`src/rtl/keypad_num_entry_if.sv`:
```
// Keypad matrix, clear and assembled-number bundle between keypad entry logic and its surroundings.
// Pure wiring, no latency; no backpressure (key_valid is a one-cycle pulse with no ready).
interface keypad_num_entry_if #(
    parameter int NUM_SIZE = 16
);
    logic [3:0]          col;
    logic                clr;
    logic [3:0]          row;
    logic [NUM_SIZE-1:0] num;
    logic [3:0]          key_code;
    logic                key_valid;
    logic                key_held;

    modport master (
        output col, clr,
        input  row, num, key_code, key_valid, key_held
    );

    modport slave (
        input  col, clr,
        output row, num, key_code, key_valid, key_held
    );
endinterface

```
`src/rtl/keypad_num_entry.sv`:
```
// Scans a 4x4 hex keypad, debounces presses/releases and shifts accepted digits into num.
// Latency: 2-cycle col sync + DEBOUNCE_CNT stable cycles + 1 before key_valid; no backpressure.
module keypad_num_entry #(
    parameter int NUM_SIZE     = 16,
    parameter int SCAN_DIV     = 1000,
    parameter int DEBOUNCE_CNT = 20000
) (
    input  logic              clk,
    input  logic              rst,
    keypad_num_entry_if.slave kp
);
    localparam int DIV_W = (SCAN_DIV > 2) ? $clog2(SCAN_DIV) : 1;
    localparam int DEB_W = $clog2(DEBOUNCE_CNT + 1);
    localparam logic [DIV_W-1:0] DIV_LAST = DIV_W'(SCAN_DIV - 1);
    localparam logic [DEB_W-1:0] DEB_DONE = DEB_W'(DEBOUNCE_CNT);

    typedef enum logic [1:0] {
        SCAN     = 2'd0,
        DEBOUNCE = 2'd1,
        PRESSED  = 2'd2,
        RELEASE  = 2'd3
    } state_t;

    state_t              state_q, state_d;
    logic [3:0]          sync1_q, col_s;
    logic [3:0]          row_q, row_d;
    logic [DIV_W-1:0]    div_q, div_d;
    logic [DEB_W-1:0]    deb_q, deb_d, deb_inc;
    logic [3:0]          pattern_q, pattern_d;
    logic [NUM_SIZE-1:0] num_q, num_d;
    logic [3:0]          key_code_q, key_code_d;
    logic                key_valid_q, key_valid_d;
    logic                key_held_q, key_held_d;
    logic [1:0]          row_idx, col_idx;
    logic [3:0]          code;

    // Lowest-index low bit wins, so several closed columns resolve deterministically.
    always_comb begin
        row_idx = 2'd0;
        col_idx = 2'd0;
        for (int i = 3; i >= 0; i--) begin
            if (!row_q[i])     row_idx = 2'(i);
            if (!pattern_q[i]) col_idx = 2'(i);
        end
        code = {row_idx, col_idx};
    end

    always_comb begin
        state_d     = state_q;
        row_d       = row_q;
        div_d       = div_q;
        deb_d       = deb_q;
        pattern_d   = pattern_q;
        num_d       = num_q;
        key_code_d  = key_code_q;
        key_valid_d = 1'b0;
        key_held_d  = key_held_q;
        deb_inc     = deb_q + DEB_W'(1);

        case (state_q)
            SCAN: begin
                // div_q != 0 gives the freshly driven row one cycle to settle
                if (col_s != 4'hF && div_q != '0) begin
                    pattern_d = col_s;
                    deb_d     = '0;
                    state_d   = DEBOUNCE;
                end else if (div_q == DIV_LAST) begin
                    div_d = '0;
                    row_d = {row_q[2:0], row_q[3]};
                end else begin
                    div_d = div_q + DIV_W'(1);
                end
            end
            DEBOUNCE: begin
                if (col_s != pattern_q) begin
                    div_d   = '0;
                    state_d = SCAN;
                end else begin
                    deb_d = deb_inc;
                    if (deb_inc == DEB_DONE) state_d = PRESSED;
                end
            end
            PRESSED: begin
                key_valid_d = 1'b1;
                key_code_d  = code;
                num_d       = NUM_SIZE'({num_q, code});
                key_held_d  = 1'b1;
                deb_d       = '0;
                state_d     = RELEASE;
            end
            RELEASE: begin
                // Row stays frozen here, so a held key can neither repeat nor let another key in
                if (col_s != 4'hF) begin
                    deb_d = '0;
                end else begin
                    deb_d = deb_inc;
                    if (deb_inc == DEB_DONE) begin
                        key_held_d = 1'b0;
                        div_d      = '0;
                        state_d    = SCAN;
                    end
                end
            end
            default: state_d = SCAN;
        endcase

        if (kp.clr) num_d = '0;
    end

    always_ff @(posedge clk or posedge rst) begin
        if (rst) begin
            sync1_q     <= 4'hF;
            col_s       <= 4'hF;
            state_q     <= SCAN;
            row_q       <= 4'b1110;
            div_q       <= '0;
            deb_q       <= '0;
            pattern_q   <= 4'hF;
            num_q       <= '0;
            key_code_q  <= 4'h0;
            key_valid_q <= 1'b0;
            key_held_q  <= 1'b0;
        end else begin
            sync1_q     <= kp.col;
            col_s       <= sync1_q;
            state_q     <= state_d;
            row_q       <= row_d;
            div_q       <= div_d;
            deb_q       <= deb_d;
            pattern_q   <= pattern_d;
            num_q       <= num_d;
            key_code_q  <= key_code_d;
            key_valid_q <= key_valid_d;
            key_held_q  <= key_held_d;
        end
    end

    assign kp.row       = row_q;
    assign kp.num       = num_q;
    assign kp.key_code  = key_code_q;
    assign kp.key_valid = key_valid_q;
    assign kp.key_held  = key_held_q;
endmodule

```
`src/flat_wrapper.sv`:
```
// flat-port wrapper written by rule: the top's interface ports become plain ports
module keypad_num_entry_flat 
#(
    parameter int NUM_SIZE     = 16,
    parameter int SCAN_DIV     = 1000,
    parameter int DEBOUNCE_CNT = 20000
)
  (clk, rst, kp_col, kp_clr, kp_row, kp_num, kp_key_code, kp_key_valid, kp_key_held);
  keypad_num_entry_if #(.NUM_SIZE(NUM_SIZE)) kp_i ();
  input  logic clk;
  input  logic rst;
  input wire logic [$bits(kp_i.col)-1:0] kp_col;
  input wire logic [$bits(kp_i.clr)-1:0] kp_clr;
  output wire logic [$bits(kp_i.row)-1:0] kp_row;
  output wire logic [$bits(kp_i.num)-1:0] kp_num;
  output wire logic [$bits(kp_i.key_code)-1:0] kp_key_code;
  output wire logic [$bits(kp_i.key_valid)-1:0] kp_key_valid;
  output wire logic [$bits(kp_i.key_held)-1:0] kp_key_held;
  assign kp_i.col = kp_col;
  assign kp_i.clr = kp_clr;
  assign kp_row = kp_i.row;
  assign kp_num = kp_i.num;
  assign kp_key_code = kp_i.key_code;
  assign kp_key_valid = kp_i.key_valid;
  assign kp_key_held = kp_i.key_held;
  keypad_num_entry #(.NUM_SIZE(NUM_SIZE), .SCAN_DIV(SCAN_DIV), .DEBOUNCE_CNT(DEBOUNCE_CNT)) u_core (.clk(clk), .rst(rst), .kp(kp_i));
endmodule
```
`config.mk`:
```
export PLATFORM = sky130hd
export DESIGN_NAME = keypad_num_entry_flat
export DESIGN_NICKNAME = d
export VERILOG_FILES = /design/src/rtl/keypad_num_entry_if.sv /design/src/rtl/keypad_num_entry.sv /design/src/flat_wrapper.sv
export SDC_FILE = /design/constraint.sdc
export NUM_CORES = 1
export LEC_CHECK = 0
export CAP_MARGIN = 20
export CORE_AREA = 2 2 84 86
export DETAILED_ROUTE_END_ITERATION = 12
export DIE_AREA = 0 0 86 88
export GPL_TIMING_DRIVEN = 0
export PLACE_DENSITY_LB_ADDON = 0.15
export SYNTH_ARGS = -nofsm -noshare
export SYNTH_HDL_FRONTEND = slang
export SYNTH_SLANG_ARGS = --single-unit
```
`constraint.sdc`:
```
create_clock -name clk -period 5 [get_ports clk]
set_input_delay 1.25 -clock clk [delete_from_list [all_inputs] [get_ports clk]]
set_output_delay 1.25 -clock clk [all_outputs]
set_load 0.02 [all_outputs]
```
==> results.json, run 1 <==
{
  "status": "complete, no violations",
  "required_ps": 5200,
  "ant_nets": 0,
  "drive_gt1_share_pct": 16.3,
  "peakVddDrop_mv": 0.257,
  "synth_edf_count": 0,
  "dieArea_um2": 7570,
  "drc": 0,
  "fin_hold_ws_ps": 357,
  "postSynthCellCount": 337,
  "skew_ps": 12.3,
  "cp.arrival_ps": 3320,
  "rsz0062_at_grt": "false",
  "rows": 30,
  "antenna_cells": 0,
  "nets": 392,
  "grt_pass1_vias": 2474,
  "crit_family": "simple AND/OR/NAND/NOR gates",
  "drtIter0Drc": 101,
  "yosysWarnings": 0,
  "grt_usage_pct": 20.2,
  "synth_commonest_cells": "nand2_1 (60), dfrtp_1 (50), a21oi_1 (19), o21ai_0 (19), dfstp_2 (15)",
  "routed_wl_mm": 6.96,
  "yosysMostFrequentCell": "nand2_1",
  "io_buffers": 31,
  "cts_root_buf": "clkbuf_8",
  "period_share_pct": 62.4,
  "setup-tns-final_ps": 0,
  "rrSetupSlack_ps": 1880,
  "syn-cell-area_um2": 3240,
  "ys_seq_area_share_pct": 50.8,
  "cts_max_path_buffers": 2,
  "grt_max_degree": 25,
  "path_clk_slew_ps": 70,
  "post_cts_buffers": 0,
  "cts_tree": "done",
  "worstMarginPinSlew_ps": 818,
  "hpwlAfterDp_mm": 4.94,
  "final-max-slew-violation-count": 0,
  "synth_top_area_share_pct": 38.6,
  "die_h_um": 88,
  "gp_congestion": 0.804,
  "ys_types": 49,
  "max_stage_delay_ps": 550,
  "htree_num_levels": 3,
  "max_freq_ghz": 0.321,
  "wl_per_cell_um": 14.9,
  "fin_crit_ps": 3120,
  "cts_resized": 0,
  "antenna_found_initial": 0,
  "cap_violations": 0,
  "p_leak_nw": 1.67,
  "endpoint_kind": "flop",
  "vias": 2635,
  "async_reset_ff_share_pct": 100,
  "synth_area_per_cell_um2": 9.62,
  "synth_fp_nets": 348,
  "hp-class": "flop to flop",
  "grt_pass1_wl_mm": 12.1,
  "crit_path_max_fanout": 9,
  "grt_overflow": 0,
  "critPathKind": "flop to flop",
  "finalHoldViolCount": 0,
  "power_density_nw_per_um2": 364,
  "cp_slowest_cell": "nor4_4",
  "worstSkewPairLatency_ps": 340,
  "yosysTopAreaCell": "dfrtp_1",
  "core_um2": 6640,
  "crit_chain": "ha_1 -> clkbuf_1 -> and4_1 -> buf_2 -> nand4_1 -> xor2_2 -> or4_4 -> nor4_4 -> o22ai_1",
  "maxSlewHeadroom_pct": 45.0,
  "io_pins": 33,
  "die_w_um": 86,
  "critPathBufInv": 2,
  "start_util_pct": 48.8,
  "ys.flop_type": "dfrtp_1",
  "tritoncts_num_sinks": 65,
  "vias_per_cell": 5.65,
  "numCtsBuffers": 9,
  "area.growth.synth_to_final_pct": 20.8,
  "ys_top_cells_by_area": "dfrtp_1 (39%), dfstp_2 (12%), nand2_1 (6.9%)",
  "ctsHoldBuffers": 0,
  "firstDrtPassIters": 4,
  "synth_seq_cells": 65,
  "setup_violations": 0,
  "start_kind": "flop"
}
-- worst reg2reg max path, delay by kind of cell (launching register included) --
family | cells | cell delay [ps]
xor+xnor | 1 | 190
flops | 1 | 490
compound gates | 1 | 180
simple gates | 4 | 1470
buf+inv | 2 | 460
fa+ha+maj | 1 | 190
-- flip-flops by register name, indices dropped and copies added, names as in the netlist, 4 cells and up, named ones only --
name and count:
u_core.col_s 4, u_core.deb_q 15, u_core.div_q 10, u_core.kp.key_code 4, u_core.kp.num 16, u_core.kp.row 4, u_core.pattern_q 4, u_core.sync1_q 4
-- per-stage QoR --
stage / utilization, % / setup slack, ps / cell area [um^2] / instances / total power, mW
final: 58.9 / 1880 / 3920 / 466 / 1.43
after global routing: 58.9 / 1590 / 3920 / 466 / 1.51
after CTS: 58.9 / 1860 / 3920 / 466 / 1.44
after detailed placement: 55.7 / 1870 / 3700 / 450 / 0.942
after global placement: 55.0 / 1030 / 3650 / 448 / 0.932
after floorplan: - / 2150 / 3240 / 337 / 0.847
-- layer usage --
metal | vias up | GRT usage [%] | share of wire [%]
met1 | 1271 | 28.2 | 48
met3 | 9 | 3.20 | 3.1
met2 | 47 | 32.6 | 48
li1 | 1308 | - | -
met5 | - | 0 | 0
met4 | 0 | 6.49 | 1.3
-- power by group --
group	leakage [nW]	switching (mW)	internal (mW)
clock network	0.107	0.213	0.281
logic	0.707	0.199	0.111
registers	0.851	0.0426	0.580
total	1.67	0.454	0.971
-- worst paths after layout --
check / from / endpoint / cells after the start
worst max-delay path: u_core.deb_q[0]$_DFFE_PP0P_ / u_core.div_q[3]$_DFFE_PP0P_ / 9
worst min-delay path: u_core.sync1_q[0]$_DFF_PP1_ / u_core.col_s[0]$_DFF_PP1_ / 0
worst max register to register: u_core.deb_q[0]$_DFFE_PP0P_ / u_core.div_q[3]$_DFFE_PP0P_ / 9
worst min register to register: u_core.sync1_q[0]$_DFF_PP1_ / u_core.col_s[0]$_DFF_PP1_ / 0
max in group asynchronous: rst / u_core.kp.row[2]$_DFFE_PP1P_ / 4
min in group asynchronous: rst / u_core.kp.num[0]$_DFFE_PP0P_ / 2
-- logic make-up (layout without fill, tap and decap cells) --
| group | Yosys count | after routing | share of synthesized area, % |
|---|---|---|---|
| buffers and inverters | 25 | 74 | 3.36 |
| muxes | 8 | 8 | 2.78 |
| xor gates and xnor gates | 11 | 11 | 3.20 |
| adders and majority gates | 4 | 4 | 1.54 |
| AOI/OAI and AO/OA | 75 | 75 | 13.8 |
| and+or+nand+nor | 149 | 149 | 24.6 |
| DFF | 65 | 65 | 50.8 |
-- layout make-up --
cell class / count / area, um^2
buffer: 17 / 78.8
clock buffer: 9 / 124
clock inverter: 7 / 93.8
fill: 577 / 2730
inverter: 8 / 30.0
multi-input combinational: 247 / 1490
sequential: 65 / 1650
tap: 80 / 100
timing repair buffer: 33 / 358
-- cells in the final DEF, fill, tap and decap left out, types with 2 or more instances in the layout --
cell | synthesis | final
nand2_1 | 60 | 60
dfrtp_1 | 50 | 50
clkdlybuf4s50_1 | 0 | 31
o21ai_0 | 19 | 19
a21oi_1 | 19 | 19
dfstp_2 | 15 | 15
nor3_1 | 12 | 12
and3_1 | 12 | 12
nand3_1 | 11 | 11
clkbuf_1 | 10 | 10
nor2_1 | 10 | 10
clkbuf_8 | 0 | 9
nand4_1 | 8 | 8
mux2_2 | 8 | 8
inv_1 | 8 | 7
xor2_1 | 7 | 7
a31oi_1 | 7 | 7
o31ai_1 | 7 | 7
nor4_1 | 6 | 6
o22ai_1 | 6 | 6
o21ai_1 | 6 | 6
a21o_1 | 4 | 4
ha_1 | 4 | 4
buf_2 | 3 | 3
buf_4 | 3 | 3
or2_2 | 3 | 3
xnor2_1 | 3 | 3
and3_2 | 3 | 3
nor3b_1 | 3 | 3
and4_1 | 2 | 2
or4_4 | 2 | 2
nand3b_1 | 2 | 2
or4_1 | 2 | 2
nand2b_1 | 2 | 2
and2_1 | 2 | 2
a22o_1 | 2 | 2
or3_2 | 2 | 2
bufinv_16 | 0 | 2
No activity file was read; power rests on OpenSTA's default activity.
==> run 2: changes to the inputs <==
==> constraint.sdc (replaced) <==
create_clock -name clk -period 2.8 [get_ports clk]
set_input_delay 0.7 -clock clk [delete_from_list [all_inputs] [get_ports clk]]
set_output_delay 0.7 -clock clk [all_outputs]
set_load 0.02 [all_outputs]
==> run 2 against run 1 <==
Net effect:
- highest routed layer unchanged
- first-iteration DRC count decreased by 5.9%
- clock skew increased by 1.0 ps
- non-clock buffer count increased by 3
- combinational power increased by 85%
- setup slack got worse by 1700 ps
- via count increased by 0.49%
==> results.json, run 2 (synthesized netlist as in run 1, its figures left out) <==
{
  "vias_per_cell": 5.65,
  "start_kind": "flop",
  "core_um2": 6640,
  "p_leak_nw": 1.68,
  "finalHoldViolCount": 0,
  "maxSlewHeadroom_pct": 45.7,
  "dieArea_um2": 7570,
  "grt_usage_pct": 20.2,
  "cts_tree": "done",
  "max_freq_ghz": 0.378,
  "die_w_um": 86,
  "ctsHoldBuffers": 0,
  "endpoint_kind": "flop",
  "drc": 0,
  "nets": 395,
  "skew_ps": 13.4,
  "die_h_um": 88,
  "tritoncts_num_sinks": 65,
  "layout_common_cells": "nand2_1 (60), dfrtp_1 (48), clkdlybuf4s50_1 (31)",
  "crit_path_max_fanout": 9,
  "worstMarginPinSlew_ps": 807,
  "antenna_found_initial": 0,
  "final-max-slew-violation-count": 0,
  "area.growth.synth_to_final_pct": 22.2,
  "cts_root_buf": "clkbuf_8",
  "largest_reg_flops": 16,
  "io_buffers": 31,
  "setup-tns-final_ps": 0,
  "period_share_pct": 94.5,
  "ant_nets": 0,
  "io_pins": 33,
  "mostFrequentLayoutCell": "nand2_1",
  "hp-class": "flop to flop",
  "htree_num_levels": 3,
  "critPathKind": "flop to flop",
  "grt_overflow": 0,
  "required_ps": 3060,
  "multiInputGateArea_um2": 1500,
  "numCtsBuffers": 9,
  "setup_violations": 0,
  "routed_wl_mm": 7.00,
  "status": "complete, no violations",
  "p_total_mw": 2.56,
  "rows": 30,
  "gp_congestion": 0.804,
  "cp.arrival_ps": 2910,
  "hpwlAfterDp_mm": 4.94,
  "grt_pass1_vias": 2475,
  "nFillCells": 570,
  "drtIter0Drc": 95,
  "cts_max_path_buffers": 2,
  "worstSkewPairLatency_ps": 340,
  "peakVddDrop_mv": 0.459,
  "cap_violations": 0,
  "grt_pass1_wl_mm": 12.1,
  "wl_per_cell_um": 14.9,
  "antenna_cells": 0,
  "power_density_nw_per_um2": 647,
  "start_util_pct": 48.8,
  "grt_max_degree": 25,
  "drive_gt1_share_pct": 18.0,
  "vias": 2648,
  "seq_area_um2": 1650,
  "path_clk_slew_ps": 70,
  "firstDrtPassIters": 4,
  "fin_crit_ps": 2650
}
[run 2: cell count changes in the layout (fill, tap and decap cells not counted), sizes merged]
| cell | change |
|---|---|
| buf | +3 |
[run 2: layout make-up]
cell class	instances	area share, %
Tap cell	80	2.53
Buffer	16	1.96
Sequential cell	65	41.6
Timing Repair Buffer	37	9.79
Multi-Input combinational cell	247	37.9
Inverter	8	0.758
Clock buffer	9	3.13
Clock inverter	7	2.37
[run 2: metrics by stage]
stage	util [%]	instances	worst slack [ps]	cell area [um^2]	hold WS [ps]
4_1_cts	59.2	467	61.7	3930	358
3_5_place_dp	55.7	450	-335	3700	347
2_1_floorplan	-	337	109	3240	345
5_1_grt	59.6	469	-2.61	3960	359
3_3_place_gp	55.0	448	-624	3650	345
6_report	59.6	469	154	3960	357
[run 2: worst paths after layout]
kind / cells past startpoint / startpoint / slack, ps / endpoint
max: 7 / u_core.deb_q[4]$_DFFE_PP0P_ / 150 / flop
min: 0 / u_core.sync1_q[0]$_DFF_PP1_ / 360 / u_core.col_s[0]$_DFF_PP1_
min in group asynchronous: 2 / rst / 670 / u_core.kp.num[0]$_DFFE_PP0P_
max reg2reg: 7 / u_core.deb_q[4]$_DFFE_PP0P_ / 150 / flop
min reg2reg: 0 / u_core.sync1_q[0]$_DFF_PP1_ / 360 / u_core.col_s[0]$_DFF_PP1_
max in group asynchronous: 4 / rst / 1370 / u_core.kp.row[2]$_DFFE_PP1P_
[run 2: routing by layer]
metal | vias up | GRT usage, % | routed length (um)
li1 | 1310 | - | -
met2 | 43 | 32.6 | 3300
met1 | 1287 | 28.2 | 3410
met4 | 0 | 6.49 | 88
met5 | - | 0 | 0
met3 | 8 | 3.20 | 200
[run 2: what timing repair did]
action                                  in CTS  in global routing
buffers inserted                             2                  2
gates resized for setup                      3                  2
pin swaps                                    1                  2
endpoints found under the setup margin      12                 11
[run 2: worst max-delay path, cell delays in order, from the launching register on]
cell and delay (ps):
dfrtp_1 320, buf_4 170, nand3_4 120, or4_4 550, xor2_1 160, or4_4 580, or4_1 520, a21oi_1 150
[run 2: power by group]
part           internal (mW)  switching, mW
clock network          0.501          0.377
registers               1.04         0.0749
logic                  0.209          0.365
==> run 3: changes to the inputs <==
==> constraint.sdc (replaced) <==
create_clock -name clk -period 2.7 [get_ports clk]
set_input_delay 0.675 -clock clk [delete_from_list [all_inputs] [get_ports clk]]
set_output_delay 0.675 -clock clk [all_outputs]
set_load 0.02 [all_outputs]
==> run 3 against run 2 <==
Net effect:
- fmax grew 0.75%
- register-to-register slack got worse by 80 ps
- cell area rose by 1.7%
- first-iteration DRC count increased by 4.2%
- utilization is 1.0 points higher
- non-clock buffer count up 6
- hold slack barely moved
- cell count is 1.3% higher
- count of clock-buffer cells in the layout unchanged
- via count grew 1.7%
- clock skew about the same
- largest power group unchanged
- highest routed layer unchanged
==> results.json, run 3 (synthesized netlist as in run 1, its figures left out) <==
{
  "numCtsBuffers": 9,
  "critPathKind": "flop to flop",
  "power_density_nw_per_um2": 666,
  "fin_hold_ws_ps": 357,
  "grt_pass1_wl_mm": 12.1,
  "grt_overflow": 0,
  "vias_per_cell": 5.67,
  "crit_chain": "ha_4 -> and4_1 -> buf_4 -> nand4_1 -> xor2_2 -> or4_4 -> nor4_1 -> o31ai_1",
  "io_pins": 33,
  "final_cells": 475,
  "highest_layer": "met4",
  "seq_area_um2": 1650,
  "dieArea_um2": 7570,
  "layout_common_cells": "nand2_1 (60), dfrtp_1 (48), clkdlybuf4s50_1 (31)",
  "firstDrtPassIters": 4,
  "postPlaceCellArea_um2": 3700,
  "reg2reg_from": "u_core.deb_q[0]$_DFFE_PP0P_",
  "vias": 2693,
  "max_stage_delay_ps": 590,
  "crit_path_max_fanout": 6,
  "rrSetupSlack_ps": 70,
  "cp-endpoint": "u_core.div_q[1]$_DFFE_PP0P_",
  "critPathLaunch": "u_core.deb_q[0]$_DFFE_PP0P_",
  "cts_max_path_buffers": 2,
  "status": "complete, no violations",
  "drc": 0,
  "area.growth.synth_to_final_pct": 24.3,
  "placed_cells": 450,
  "grt_max_degree": 25,
  "wl_met1_mm": 3.42,
  "core_um2": 6640,
  "finalHoldViolCount": 0,
  "antenna_cells": 0,
  "worstSkewPairLatency_ps": 340,
  "peakVddDrop_mv": 0.474,
  "rr_worst_depth": 8,
  "nFillCells": 564,
  "cp.arrival_ps": 2830,
  "routed_wl_mm": 7.15,
  "period_share_pct": 97.3,
  "grt_usage_pct": 20.2,
  "met2_length_mm": 3.44,
  "pre_cts_slack_ps": -435,
  "worstMarginPinSlew_ps": 738,
  "multiInputGateArea_um2": 1510,
  "die_h_um": 88,
  "drtIter0Drc": 99,
  "wl_per_cell_um": 15.0,
  "p_leak_nw": 1.71,
  "seqPwrFrac_pct": 42.9,
  "fin_area_um2": 4030,
  "switching_share_pct": 32.1,
  "drive_gt1_share_pct": 20.0,
  "nets": 401,
  "p_int_mw": 1.82,
  "grt_pass1_vias": 2476,
  "p_clk_share_pct": 34.0,
  "io_buffers": 31,
  "p_total_mw": 2.68,
  "rsz0062_at_grt": "true",
  "combPwrFrac_pct": 23.0,
  "cts_tree": "done",
  "largest_reg_flops": 16,
  "cap_violations": 0,
  "rows": 30,
  "cp.depth": 8,
  "htree_num_levels": 3,
  "gp_congestion": 0.804,
  "hp-class": "flop to flop",
  "mostFrequentLayoutCell": "nand2_1",
  "cts_root_buf": "clkbuf_8",
  "ctsHoldBuffers": 0,
  "setup_violations": 0,
  "ant_nets": 0,
  "crit_family": "simple AND/OR/NAND/NOR gates",
  "tritoncts_num_sinks": 65,
  "netSwitchingPower_uw": 860,
  "required_ps": 2910,
  "skew_ps": 13.0,
  "path_clk_slew_ps": 80,
  "start_kind": "flop",
  "hpwlAfterDp_mm": 4.94,
  "critPathBufInv": 1,
  "antenna_found_initial": 0,
  "maxSlewHeadroom_pct": 50.7,
  "cp_slowest_cell": "or4_4",
  "max_freq_ghz": 0.381,
  "dr_wl_met3_um": 195,
  "die_w_um": 86,
  "r2r_end": "u_core.div_q[1]$_DFFE_PP0P_",
  "final-max-slew-violation-count": 0,
  "fin_crit_ps": 2630,
  "endpoint_kind": "flop",
  "post-route-worst-setup-slack_ps": 73.5,
  "start_util_pct": 48.8
}
==> run 3: changes by cell type in the layout (fill, tap and decap cells not counted), sizes merged <==
| cell | before | now |
|---|---|---|
| clkbuf | 19 | 20 |
| buf | 12 | 17 |
==> run 3: worst register-to-register path, cell delays in order, from the launching register on <==
cell	delay (ps)
dfrtp_2	440
ha_4	160
and4_1	190
buf_4	150
nand4_1	150
xor2_2	190
or4_4	590
nor4_1	520
o31ai_1	110
==> run 3: worst min-delay path by stage <==
stage / from / endpoint / slack (ps) / cells after the start
floorplan: u_core.sync1_q[0]$_DFF_PP1_ / u_core.col_s[0]$_DFF_PP1_ / 350 / 0
global placement: u_core.sync1_q[0]$_DFF_PP1_ / u_core.col_s[0]$_DFF_PP1_ / 350 / 0
detailed placement: u_core.sync1_q[0]$_DFF_PP1_ / u_core.col_s[0]$_DFF_PP1_ / 350 / 0
CTS: u_core.sync1_q[0]$_DFF_PP1_ / u_core.col_s[0]$_DFF_PP1_ / 360 / 0
global route: u_core.sync1_q[1]$_DFF_PP1_ / u_core.col_s[1]$_DFF_PP1_ / 360 / 0
finish: u_core.sync1_q[0]$_DFF_PP1_ / u_core.col_s[0]$_DFF_PP1_ / 360 / 0
==> run 3: stage by stage <==
step / utilization (%) / TNS, ps
2_1_floorplan: - / 0
3_3_place_gp: 55.0 / -40130
3_5_place_dp: 55.7 / -4280
4_1_cts: 59.3 / 0
5_1_grt: 60.6 / -70.5
6_report: 60.6 / 0
==> run 3: power by group through the flow <==
stage | clock network, mW | registers (mW) | logic (mW)
after CTS | 0.927 | 1.16 | 0.585
after global placement | 0 | 1.16 | 0.562
final | 0.912 | 1.15 | 0.618
after global routing | 0.974 | 1.16 | 0.699
after floorplan | 0 | 1.15 | 0.424
after detailed placement | 0 | 1.17 | 0.578
==> run 3: repair_timing <==
item / 4_1_cts / 5_1_grt
resized for setup: 4 / 8
setup buffers: 2 / 8
pin swaps: 1 / 3
setup endpoints to repair: 13 / 18
==> run 3: final cells by class <==
type | instances | area share [%]
tap | 80 | 2.49
buffer | 16 | 2.14
inverter | 8 | 0.746
multi-input combinational | 247 | 37.6
clock buffer | 9 | 3.08
timing repair buffer | 43 | 10.7
sequential | 65 | 40.9
clock inverter | 7 | 2.33
==> run 3: per-layer routing <==
metal / global-route usage [%] / up-vias
met5: 0 / -
met4: 6.49 / 0
met3: 3.20 / 12
met2: 32.6 / 45
met1: 28.2 / 1315
li1: - / 1321
